## src/rtl/leds7_multi_control_pkg.sv

```systemverilog
// Shared definitions for the seven-segment command controller family.
// Contents:
//   bin_to_led7      hex nibble -> active-high segment pattern {g,f,e,d,c,b,a}
//   LED7_HDR_*       header nibbles for single and burst writes
//   LED7_CMD_CLEAR   full-byte clear-all command
//   led7_fsm_t       command parser states
//   led7_digit_t     stored per-digit state (blank flag + hex value)
package Leds_7_pkg;

    localparam logic [3:0] LED7_HDR_SINGLE = 4'hF;
    localparam logic [3:0] LED7_HDR_BURST  = 4'hE;
    localparam logic [7:0] LED7_CMD_CLEAR  = 8'hD0;

    typedef enum logic [1:0] {
        IDLE        = 2'd0,
        SINGLE_DATA = 2'd1,
        BURST_COUNT = 2'd2,
        BURST_DATA  = 2'd3
    } led7_fsm_t;

    typedef struct packed {
        logic       blank;
        logic [3:0] value;
    } led7_digit_t;

    // Active-high pattern; callers invert it for the active-low drivers.
    function automatic logic [6:0] bin_to_led7(input logic [3:0] bin);
        logic [6:0] seg;
        case (bin)
            4'h0: seg = 7'h3F;
            4'h1: seg = 7'h06;
            4'h2: seg = 7'h5B;
            4'h3: seg = 7'h4F;
            4'h4: seg = 7'h66;
            4'h5: seg = 7'h6D;
            4'h6: seg = 7'h7D;
            4'h7: seg = 7'h07;
            4'h8: seg = 7'h7F;
            4'h9: seg = 7'h6F;
            4'hA: seg = 7'h77;
            4'hB: seg = 7'h7C;
            4'hC: seg = 7'h39;
            4'hD: seg = 7'h5E;
            4'hE: seg = 7'h79;
            default: seg = 7'h71;
        endcase
        return seg;
    endfunction

endpackage

```

## src/rtl/leds7_cmd_timer.sv

```systemverilog
// Inter-byte timeout for an in-progress command.
// Ports:
//   clk, resetn  clock and synchronous active-low reset
//   clear        a byte was consumed this cycle; reload the counter
//   enable       a command is in progress; count idle cycles
//   expire       high in the cycle the idle limit is reached (combinational)
// With TIMEOUT_CYCLES = 0 the timer is absent and expire is tied low.
module leds7_cmd_timer
    import Leds_7_pkg::*;
#(
    parameter int unsigned TIMEOUT_CYCLES = 500000
) (
    input  logic clk,
    input  logic resetn,
    input  logic clear,
    input  logic enable,
    output logic expire
);

    generate
        if (TIMEOUT_CYCLES == 0) begin : g_off
            logic unused_inputs;
            assign unused_inputs = ^{clk, resetn, clear, enable};
            assign expire = 1'b0;
        end else begin : g_on
            localparam int CW = $clog2(TIMEOUT_CYCLES + 1);
            localparam logic [CW-1:0] LOAD = CW'(TIMEOUT_CYCLES);

            logic [CW-1:0] remaining;

            // Down-counter: holds the number of idle cycles still allowed,
            // including the current one. Idle (disabled) keeps it reloaded.
            always_ff @(posedge clk) begin
                if (!resetn) begin
                    remaining <= LOAD;
                end else if (clear || !enable) begin
                    remaining <= LOAD;
                end else if (remaining != '0) begin
                    remaining <= remaining - CW'(1);
                end
            end

            // A byte in the terminal cycle takes priority, so mask with clear.
            assign expire = enable && !clear && (remaining == CW'(1));
        end
    endgenerate

endmodule

```

## src/rtl/leds7_multi_control.sv

```systemverilog
// UART byte-stream decoder driving N_LEDS seven-segment digits.
// Ports:
//   clk, resetn       clock and synchronous active-low reset
//   uart_data         received byte, qualified by uart_data_valid
//   uart_data_valid   one-cycle strobe; one byte consumed per strobe
//   leds_data         per-digit active-low segments (7'h7F = dark)
//   led_data_valid    one-cycle pulse per digit written
//   cmd_busy          high while a command is incomplete
//   cmd_error         one-cycle pulse on protocol error or timeout
//
// state        | meaning
// -------------+----------------------------------------------------
// IDLE         | waiting for a header byte (F0+k, E0+k, D0)
// SINGLE_DATA  | next byte is the data for digit 'target'
// BURST_COUNT  | next byte is the burst length (1..N_LEDS)
// BURST_DATA   | 'remaining' data bytes go to digits ptr, ptr+1, ... (wrapping)
module leds7_multi_control
    import Leds_7_pkg::*;
#(
    parameter int unsigned N_LEDS         = 4,
    parameter int unsigned TIMEOUT_CYCLES = 500000
) (
    input  logic                   clk,
    input  logic                   resetn,
    input  logic [7:0]             uart_data,
    input  logic                   uart_data_valid,
    output logic [N_LEDS-1:0][6:0] leds_data,
    output logic [N_LEDS-1:0]      led_data_valid,
    output logic                   cmd_busy,
    output logic                   cmd_error
);

    localparam int IW = (N_LEDS > 1) ? $clog2(N_LEDS) : 1;

    localparam logic [1:0] ST_IDLE        = 2'(IDLE);
    localparam logic [1:0] ST_SINGLE_DATA = 2'(SINGLE_DATA);
    localparam logic [1:0] ST_BURST_COUNT = 2'(BURST_COUNT);
    localparam logic [1:0] ST_BURST_DATA  = 2'(BURST_DATA);

    logic [1:0]    state;
    logic [IW-1:0] target;
    logic [IW-1:0] ptr;
    logic [IW-1:0] ptr_next;
    logic [4:0]    remaining;
    led7_digit_t   digits [N_LEDS];

    logic [3:0]    hdr;
    logic [3:0]    nib;
    logic [IW-1:0] nib_idx;
    logic          nib_in_range;
    logic          count_ok;
    led7_digit_t   wr_digit;
    logic          expire;

    assign hdr      = uart_data[7:4];
    assign nib      = uart_data[3:0];
    assign nib_idx  = nib[IW-1:0];
    // Full 4-bit compare so any header index >= N_LEDS is rejected,
    // not silently truncated into range.
    assign nib_in_range = (32'(nib) < N_LEDS);
    assign count_ok     = (uart_data != 8'd0) && (32'(uart_data) <= N_LEDS);
    assign wr_digit     = '{blank: uart_data[4], value: uart_data[3:0]};
    assign ptr_next     = (ptr == IW'(N_LEDS - 1)) ? '0 : ptr + IW'(1);

    assign cmd_busy = (state != ST_IDLE);

    leds7_cmd_timer #(
        .TIMEOUT_CYCLES(TIMEOUT_CYCLES)
    ) u_cmd_timer (
        .clk    (clk),
        .resetn (resetn),
        .clear  (uart_data_valid),
        .enable (cmd_busy),
        .expire (expire)
    );

    always_ff @(posedge clk) begin
        if (!resetn) begin
            state          <= ST_IDLE;
            target         <= '0;
            ptr            <= '0;
            remaining      <= '0;
            led_data_valid <= '0;
            cmd_error      <= 1'b0;
            for (int i = 0; i < N_LEDS; i++) begin
                digits[i] <= '{blank: 1'b1, value: 4'h0};
            end
        end else begin
            led_data_valid <= '0;
            cmd_error      <= 1'b0;

            if (uart_data_valid) begin
                case (state)
                    ST_IDLE: begin
                        if (hdr == LED7_HDR_SINGLE && nib_in_range) begin
                            state  <= ST_SINGLE_DATA;
                            target <= nib_idx;
                        end else if (hdr == LED7_HDR_BURST && nib_in_range) begin
                            state <= ST_BURST_COUNT;
                            ptr   <= nib_idx;
                        end else if (uart_data == LED7_CMD_CLEAR) begin
                            // Values are kept; only the blank flags are set.
                            for (int i = 0; i < N_LEDS; i++) begin
                                digits[i].blank <= 1'b1;
                            end
                            led_data_valid <= '1;
                        end else begin
                            cmd_error <= 1'b1;
                        end
                    end

                    ST_SINGLE_DATA: begin
                        digits[target]         <= wr_digit;
                        led_data_valid[target] <= 1'b1;
                        state                  <= ST_IDLE;
                    end

                    ST_BURST_COUNT: begin
                        if (count_ok) begin
                            remaining <= uart_data[4:0];
                            state     <= ST_BURST_DATA;
                        end else begin
                            cmd_error <= 1'b1;
                            state     <= ST_IDLE;
                        end
                    end

                    ST_BURST_DATA: begin
                        digits[ptr]         <= wr_digit;
                        led_data_valid[ptr] <= 1'b1;
                        ptr                 <= ptr_next;
                        remaining           <= remaining - 5'd1;
                        if (remaining == 5'd1) begin
                            state <= ST_IDLE;
                        end
                    end

                    default: state <= ST_IDLE;
                endcase
            end else if (expire) begin
                // Digits already written by a partial burst are kept.
                state     <= ST_IDLE;
                cmd_error <= 1'b1;
            end
        end
    end

    always_comb begin
        for (int i = 0; i < N_LEDS; i++) begin
            leds_data[i] = digits[i].blank ? 7'h7F : ~bin_to_led7(digits[i].value);
        end
    end

endmodule

```

## config.mk

```make
export PLATFORM = sky130hd
export DESIGN_NAME = leds7_multi_control
export DESIGN_NICKNAME = d
export VERILOG_FILES = /design/src/rtl/leds7_multi_control_pkg.sv /design/src/rtl/leds7_cmd_timer.sv /design/src/rtl/leds7_multi_control.sv
export SDC_FILE = /design/constraint.sdc
export NUM_CORES = 1
export LEC_CHECK = 0
export CAP_MARGIN = 20
export CORE_MARGIN = 4
export CORE_UTILIZATION = 51
export DETAILED_ROUTE_END_ITERATION = 10
export GPL_TIMING_DRIVEN = 0
export MAX_ROUTING_LAYER = met4
export PLACE_DENSITY_LB_ADDON = 0.25
export SLEW_MARGIN = 25
export SYNTH_ARGS = -nofsm -noshare
export SYNTH_HDL_FRONTEND = slang
export SYNTH_SLANG_ARGS = --single-unit
```

## constraint.sdc

```tcl
create_clock -name clk -period 2.05 [get_ports clk]
set_clock_uncertainty 0.2 [all_clocks]
set_input_delay 0.205 -clock clk [delete_from_list [all_inputs] [get_ports clk]]
set_output_delay 0.205 -clock clk [all_outputs]
set_load 0.01 [all_outputs]
```

==> results of run 1 <==
==> routing by layer <==
layer,GRT usage (%),vias up,wire length (um)
li1,-,1899,-
met1,28.51,1952,5133
met3,2.289,34,812
met4,8.886,0,312
met5,-,-,0
met2,42.33,189,6368
==> sequential cells by signal, indices dropped and copies added, names as in the netlist <==
signal                      flops
led_data_valid                  4
u_cmd_timer.g_on.remaining     19
target                          2
ptr                             2
state                           2
cmd_error                       1
remaining                       5
digits                         20
==> how the worst max path moves through the flow <==
stage,endpoint,slack [ns],cells after the start
floorplan,u_cmd_timer.g_on.remaining[1],0.008,5
global placement,remaining[0],-0.43,6
detailed placement,remaining[0],-0.48,6
CTS,leds_data[10],-0.20,6
global route,leds_data[10],-0.28,6
finish,leds_data[10],-0.21,6
==> worst max-delay path, stage by stage (launching register included) <==
cell and delay, ns:
sky130_fd_sc_hd__edfxtp_1 0.44, sky130_fd_sc_hd__inv_2 0.09, sky130_fd_sc_hd__ha_4 0.28, sky130_fd_sc_hd__inv_2 0.03, sky130_fd_sc_hd__mux4_2 0.45, sky130_fd_sc_hd__nand2b_4 0.15, sky130_fd_sc_hd__buf_6 0.11
==> logic make-up after synthesis <==
| group | share of synthesized area [%] |
|---|---|
| simple gates | 26.48 |
| mux | 4.477 |
| flops | 32.24 |
| compound gates | 21.75 |
| buf+inv | 5.788 |
| fa+ha+maj | 9.274 |
==> per-stage QoR <==
step           std cells  utilization (%)  cell area (um^2)  setup TNS [ns]  hold slack (ns)
6_report             664            76.83              5662          -3.121           0.1595
5_1_grt              664            76.83              5662          -5.319           0.1719
4_1_cts              644            69.10              5092         -0.7258           0.1581
3_5_place_dp         598            60.39              4451          -11.08           0.2773
3_3_place_gp         598            60.39              4451          -9.070           0.2676
2_1_floorplan        458                -              3916               0           0.2032
==> power breakdown <==
group / leakage (nW) / switching, W / internal [W]
combinational: 1.63 / 0.000164 / 0.000143
sequential: 0.483 / 0.0000209 / 0.00113
clock: 0.0392 / 0.000366 / 0.000233
total: 2.15 / 0.000551 / 0.00150
==> layout by cell type (no fill, tap or decap), types with 10 or more instances in the layout <==
| cell type | n |
|---|---|
| sky130_fd_sc_hd__a21oi_1 | 11 |
| sky130_fd_sc_hd__a21oi_2 | 10 |
| sky130_fd_sc_hd__and2_1 | 17 |
| sky130_fd_sc_hd__buf_2 | 21 |
| sky130_fd_sc_hd__buf_4 | 41 |
| sky130_fd_sc_hd__buf_6 | 26 |
| sky130_fd_sc_hd__clkbuf_2 | 13 |
| sky130_fd_sc_hd__clkdlybuf4s50_1 | 13 |
| sky130_fd_sc_hd__dfxtp_1 | 33 |
| sky130_fd_sc_hd__edfxtp_1 | 16 |
| sky130_fd_sc_hd__ha_4 | 21 |
| sky130_fd_sc_hd__inv_1 | 19 |
| sky130_fd_sc_hd__inv_2 | 12 |
| sky130_fd_sc_hd__mux2i_1 | 13 |
| sky130_fd_sc_hd__nand2_1 | 37 |
| sky130_fd_sc_hd__nor2_1 | 29 |
==> timing repair <==
action / 4_1_cts / 5_1_grt
gates resized for setup: 205 / 123
setup buffers: 42 / 23
endpoints found under the hold margin: 0 / 0
cloned: 1 / 0
pin swaps: 17 / 26
endpoints found under the setup margin: 63 / 74
==> cell type report <==
| cell class | instances | area, um^2 |
|---|---|---|
| multi-input cells | 346 | 3090 |
| fillers | 462 | 1708 |
| flip-flops and latches | 55 | 1274 |
| repair buffers | 104 | 852.1 |
| inverters | 33 | 128.9 |
| well taps | 99 | 123.9 |
| plain buffers | 19 | 108.9 |
| clock buffers | 5 | 68.82 |
| clock inverters | 3 | 15.01 |
==> results.txt, run 1 <==
- The initial utilization of the core area, before any placement, comes to 53.09%.
* Port Buffer Count: 41
- The first detailed-routing pass took 5 iterations.
- Total of max-cap violations: 0
- Area fraction of the dominant cell type after synthesis: 19.96%
- Worst IR Drop VDD: 0.2622 mV
* Tcrit/Tclk final: 110.3%
- The startpoint identified for the worst hold timing path is uart_data_valid.
* CP Capture Type: output pin
* Result of the run: complete, but fails checks
* Instance count of the mapped netlist: 458
- In this run the critical register-to-register path is launched from u_cmd_timer.g_on.remaining[12].
- Entering global routing, the biggest net connects 17 pins.
* GR Overflow Total: 0
- By area the synthesized netlist is led by sky130_fd_sc_hd__dfxtp_1 (20%), sky130_fd_sc_hd__edfxtp_1 (12%), sky130_fd_sc_hd__ha_1 (9.3%).
- Post-synth ARST share: 0%
* Sum of routed wire length over all layers: 12,630 um
* Final-report setup violation count: 36
* Number of synthesis warnings: 0
- Final GP Congestion: 0.8920
- Cells with a size suffix above 1 make up 43.54% of the layout.
- The initial antenna violation count is 0.
- Number of global-route vias before repair: 3,703
- Before CTS, the worst setup slack after placement is -0.4793 ns.
- CTS Buffer Depth: 2
- Via count: 4,074
* Mapped Avg Cell Area: 8.543 um^2
* RSZ-0062 raised after global routing: true
- The most critical setup path has its startpoint at digits[1][0].
- The die is 95.59 um tall.
* Flip-flop and latch count after synthesis: 55
- Number of enable flip-flop cells after synthesis: 16
- The biggest area contributor in the post-synthesis netlist is sky130_fd_sc_hd__dfxtp_1.
- TritonCTS built the clock tree.
- The cell sitting at the root of the clock tree is a sky130_fd_sc_hd__clkbuf_8.
- Worst Path Required: 1.64 ns
- After the first detailed-routing iteration, the DRC count stood at 210.
- DRC viols: 0
- Worst EP arrival: 1.86 ns
- For the pin with the worst max-slew slack, the measured transition is 0.5333 ns.
- By count the netlist is led by sky130_fd_sc_hd__nand2_1 (45), sky130_fd_sc_hd__dfxtp_1 (39), sky130_fd_sc_hd__inv_1 (33).
- Power spread over the standard cell area amounts to 362.9 nW/um^2.
- The min-delay analysis places its worst path in the category input port to register.
- Number of levels in the clock H-tree: 2
- Clock insertion delay at the later pin of the skew report: 0.32 ns
- The endpoint identified for the worst register-to-register timing path is u_cmd_timer.g_on.remaining[1].
- For the worst flop-to-flop path, the logic depth is 6.
* Number of distinct library cells after synthesis: 65
- Kind of start point of the critical path: register
* Total die area: 9136 um^2
* Final number of max-transition violations: 0
- Pleak: 2.149 nW
- After detailed routing, the number of vias per cell comes to 6.136.
* Number of primary I/O pins: 45
- The floorplan step defined a core boundary enclosing 7370 um^2.
- In this run the remaining antenna-violating nets after routing total 0.
* Setup Crit Path Kind: register to output pin
- Reg clk slew, reported paths: 0.11 ns
* Top FF cell, synth: sky130_fd_sc_hd__dfxtp_1
* Register-to-Register Setup Slack: -0.19 ns
- Detailed-placement wirelength estimate: 6620 um
- Fin nets: 604
- Endpoint of the worst hold path: cmd_error
- Hold violation count in the final report: 0
- CTS saw 55 sinks.
* Synth-to-Final Area Change: 44.71%
- After detailed routing, the average wire length per cell comes to 19.02 um.
* Number of antenna diodes: 0
- Among all cell types in the netlist, the one instantiated most often is sky130_fd_sc_hd__nand2_1.
- Die span in x: 95.59 um
- In this run the cell area of the synthesized design comes to 3913 um^2.
* Min Clock Period, post-route: 2.262 ns
- Peak fanout along the critical path: 4
- Net Count, Synth: 498
- Sequential elements use 32.24% of the synthesized area.
- Clock tree synthesis inserted a total of 5 buffers.
* Total routing resource utilization after global routing: 24.10%
- Violated checks: setup timing
* Maximum clock frequency: 442.1 MHz
* Worst-case headroom to the max-slew limit: 64.45%
- Final critical-path setup slack: -0.2119 ns
- The first global-routing pass estimated 17,190 um of wire.
- Hold repair after CTS inserted 0 buffers.
* Number of placement rows: 31
* Number of cells on the worst hold path: 3
- Power Total: 0.002055 W
(Power assumes the default switching activity.)
==> inputs of run 2 (changes only) <==
Settings changed: MAX_ROUTING_LAYER met4 to unset, SKIP_CTS_REPAIR_TIMING set to 1.
==> run 2 against run 1 <==
  * The run still ends with setup timing left
  * Hold slack better by 0.024 ns
  * Flip-flop and latch count stayed put
  * Final cell count is 4.2% lower
  * Combinational power is 14% lower
  * Non-clock buffer count is 28 lower
  * Utilization is 5.3 points lower
  * Clock-buffer cell count stayed put
  * Register-to-register slack worse by 0.03 ns
  * Critical path depth stayed put
  * Largest power group unchanged
==> results.txt, run 2 (same netlist as run 1, synthesis figures left out) <==
* Max stage delay cell, worst path: sky130_fd_sc_hd__edfxtp_1 (was sky130_fd_sc_hd__mux4_2)
- Per-cell routed wire length: 17.25 um (was 19.02 um)
- Proportion of layout cells with a drive suffix above 1: 36.87% (was 43.54%)
* Register-to-Register Setup Slack: -0.22 ns (was -0.19 ns)
- The master cell of the clock root buffer is sky130_fd_sc_hd__clkbuf_8 (unchanged).
* Number of buffers created by CTS: 5 (unchanged)
* CP peak stage delay: 0.44 ns (was 0.45 ns)
- RSZ-0062 raised after global routing: true (unchanged)
- The area occupied by multi-input gates came to 2950 um^2 (was 3090 um^2).
- The non-filler instance count after layout came to 636 (was 664).
- Largest net degree at the start of global routing: 17 (unchanged)
- The register ranked first by flip-flop count is digits (unchanged).
- Worst path bufs/invs: 3 (unchanged)
* Number of flip-flops under the largest register name: 20 (unchanged)
- The arrival time of the worst setup path came to 1.97 ns (was 1.86 ns).
- Total die area: 9136 um^2 (unchanged)
- The count of antenna-violating nets left after detailed routing came to 0 (unchanged).
- The overall power consumption came to 0.001994 W (was 0.002055 W).
- Via count: 3,825 (was 4,074)
* Worst-case headroom to the max-slew limit: 64.16% (was 64.45%)
- The most common library cell in the layout ignoring fill and taps is sky130_fd_sc_hd__nand2_1 (was sky130_fd_sc_hd__buf_4).
- The global routing usage summed across all routing layers was 19.48% (was 24.10%).
* TritonCTS clock tree: yes (unchanged)
- The ratio of total power to cell area is 378.3 nW/um^2 (was 362.9 nW/um^2).
- The actual transition at the worst max-transition pin is 0.5376 ns (was 0.5333 ns).
- The final RePlAce weighted congestion came to 0.8775 (was 0.8920).
* Violated checks: setup timing (unchanged)
- DRC viols: 0 (unchanged)
- The peak ir drop on the vdd network came to 0.3503 mV (was 0.2622 mV).
- The count of final max-slew check failures came to 0 (unchanged).
- The pre-CTS setup slack was -0.4793 ns (unchanged).
* Register Area: 1279 um^2 (was 1274 um^2)
* Count of filler cells inserted in the layout: 529 (was 462)
- CP Capture Type: output pin (unchanged)
- GR Overflow Total: 0 (unchanged)
- The required time of the critical path came to 1.64 ns (about the same).
* Number of primary I/O pins: 45 (unchanged)
- The final count of hold timing violations came to 0 (unchanged).
- The count of inserted antenna diode cells came to 0 (unchanged).
* Pleak: 2.002 nW (was 2.149 nW)
* Setup Crit Path Kind: register to output pin (unchanged)
- The maximum clock path buffer count came to 2 (unchanged).
- Per-cell via count in the routed design: 6.014 (was 6.136)
* Port Buffer Count: 41 (unchanged)
* Min Clock Period, post-route: 2.371 ns (was 2.262 ns)
* Fin nets: 576 (was 604)
* Number of antenna violations at the first check in global routing: 0 (unchanged)
* Clock insertion delay at the later pin of the skew report: 0.31 ns (was 0.32 ns)
- Result of the run: complete, but fails checks (unchanged)
- Sum of routed wire length over all layers: 10,970 um (was 12,630 um)
- The final critical-path share of the clock period was 115.7% (was 110.3%).
* CTS sink count: 55 (unchanged)
- Commonest cells after routing, fill and taps aside: sky130_fd_sc_hd__nand2_1 (38), sky130_fd_sc_hd__dfxtp_1 (33), sky130_fd_sc_hd__nor2_1 (30) (was sky130_fd_sc_hd__buf_4 (41), sky130_fd_sc_hd__nand2_1 (37), sky130_fd_sc_hd__dfxtp_1 (33))
- Number of iterations in the first detailed-routing pass: 4 (was 5)
- The final hold slack is 0.1832 ns (was 0.1595 ns).
* Post-Place Cells: 598 (unchanged)
- Iteration-0 DRC count of the detailed router: 201 (was 210)
* Core region area: 7370 um^2 (unchanged)
- Total Neg Setup Slack: -3.678 ns (was -3.121 ns)
* Starting density of the core: 53.09% (unchanged)
* Critical path cell sequence: inv_2, ha_1, inv_1, mux4_2, nand2b_1, dlymetal6s2s_1 (was inv_2, ha_4, inv_2, mux4_2, nand2b_4, buf_6)
- The final HPWL from detailed placement was 6620 um (unchanged).
* Synth-to-Final Area Change: 34.73% (was 44.71%)
- Total of max-cap violations: 0 (unchanged)
- Cell type group with the largest total delay on the critical path: flip-flops (was multiplexers)
- The height of the die came to 95.59 um (unchanged).
- The die outline width came to 95.59 um (unchanged).
- Peak fanout along the critical path: 4 (unchanged)
* Number of levels in the clock H-tree: 2 (unchanged)
- Number of global-route vias before repair: 3,287 (was 3,703)
- Maximum clock frequency: 421.7 MHz (was 442.1 MHz)
* Final-report setup violation count: 31 (was 36)
* Reg clk slew, reported paths: 0.10 ns (was 0.11 ns)
* Worst min-delay path class: input port to register (unchanged)
* Number of placement rows: 31 (unchanged)
* Largest registers: digits x20, u_cmd_timer.g_on.remaining x19, remaining x5 (unchanged)
- The final setup slack of the worst path is -0.3212 ns (was -0.2119 ns).
* Wire length of the first global-routing pass: 14,540 um (was 17,190 um)
- The startpoint type of the worst setup path was a register (unchanged).
[run 2: cell types whose count changed in the layout (fill, tap and decap cells not counted), moves of 4 or more]
cell	previous run	this run
sky130_fd_sc_hd__buf_4	41	23
sky130_fd_sc_hd__buf_6	26	13
sky130_fd_sc_hd__ha_4	21	12
sky130_fd_sc_hd__ha_1	6	13
sky130_fd_sc_hd__clkbuf_2	13	17
sky130_fd_sc_hd__dlymetal6s2s_1	0	4
sky130_fd_sc_hd__nand2b_1	9	13
sky130_fd_sc_hd__nand2b_4	8	4
[run 2: cell type report]
| type | count | area share [%] |
|---|---|---|
| Buffer | 19 | 1.946 |
| Inverter | 33 | 2.445 |
| Multi-Input combinational cell | 346 | 55.97 |
| Timing Repair Buffer | 76 | 11.44 |
| Clock inverter | 3 | 0.2848 |
| Sequential cell | 55 | 24.26 |
| Clock buffer | 5 | 1.305 |
| Tap cell | 99 | 2.350 |
[run 2: worst min-delay path, stage by stage]
cell and delay [ns]:
sky130_fd_sc_hd__clkbuf_1 0.22, sky130_fd_sc_hd__o2111ai_1 0.14, sky130_fd_sc_hd__a21oi_1 0.08
[run 2: through the flow]
| stage | instance area [um^2] | util, % |
|---|---|---|
| final | 5271 | 71.53 |
| after global routing | 5271 | 71.53 |
| after CTS | 4534 | 61.53 |
| after detailed placement | 4451 | 60.39 |
| after global placement | 4451 | 60.39 |
| after floorplan | 3916 | - |
[run 2: worst paths after layout]
check                                      start                        endpoint  cells past startpoint
setup / recovery                    digits[3][0]                   leds_data[24]                      6
hold / removal                   uart_data_valid                       cmd_error                      3
setup reg to reg   u_cmd_timer.g_on.remaining[0]  u_cmd_timer.g_on.remaining[11]                      8
hold reg to reg   u_cmd_timer.g_on.remaining[14]  u_cmd_timer.g_on.remaining[14]                      2
[run 2: report_power, final]
group | switching [W] | internal [W]
Combinational | 0.000146 | 0.000117
Sequential | 0.0000208 | 0.00112
Clock | 0.000352 | 0.000233
Total | 0.000519 | 0.00148
[run 2: metal layers]
metal / vias to the layer above / part of all wire [%] / global-route usage [%]
met3: 21 / 6.4 / 2.052
met1: 1813 / 42 / 25.66
met2: 147 / 50 / 32.89
met4: 0 / 1.6 / 7.109
li1: 1844 / - / -
met5: - / 0 / 0
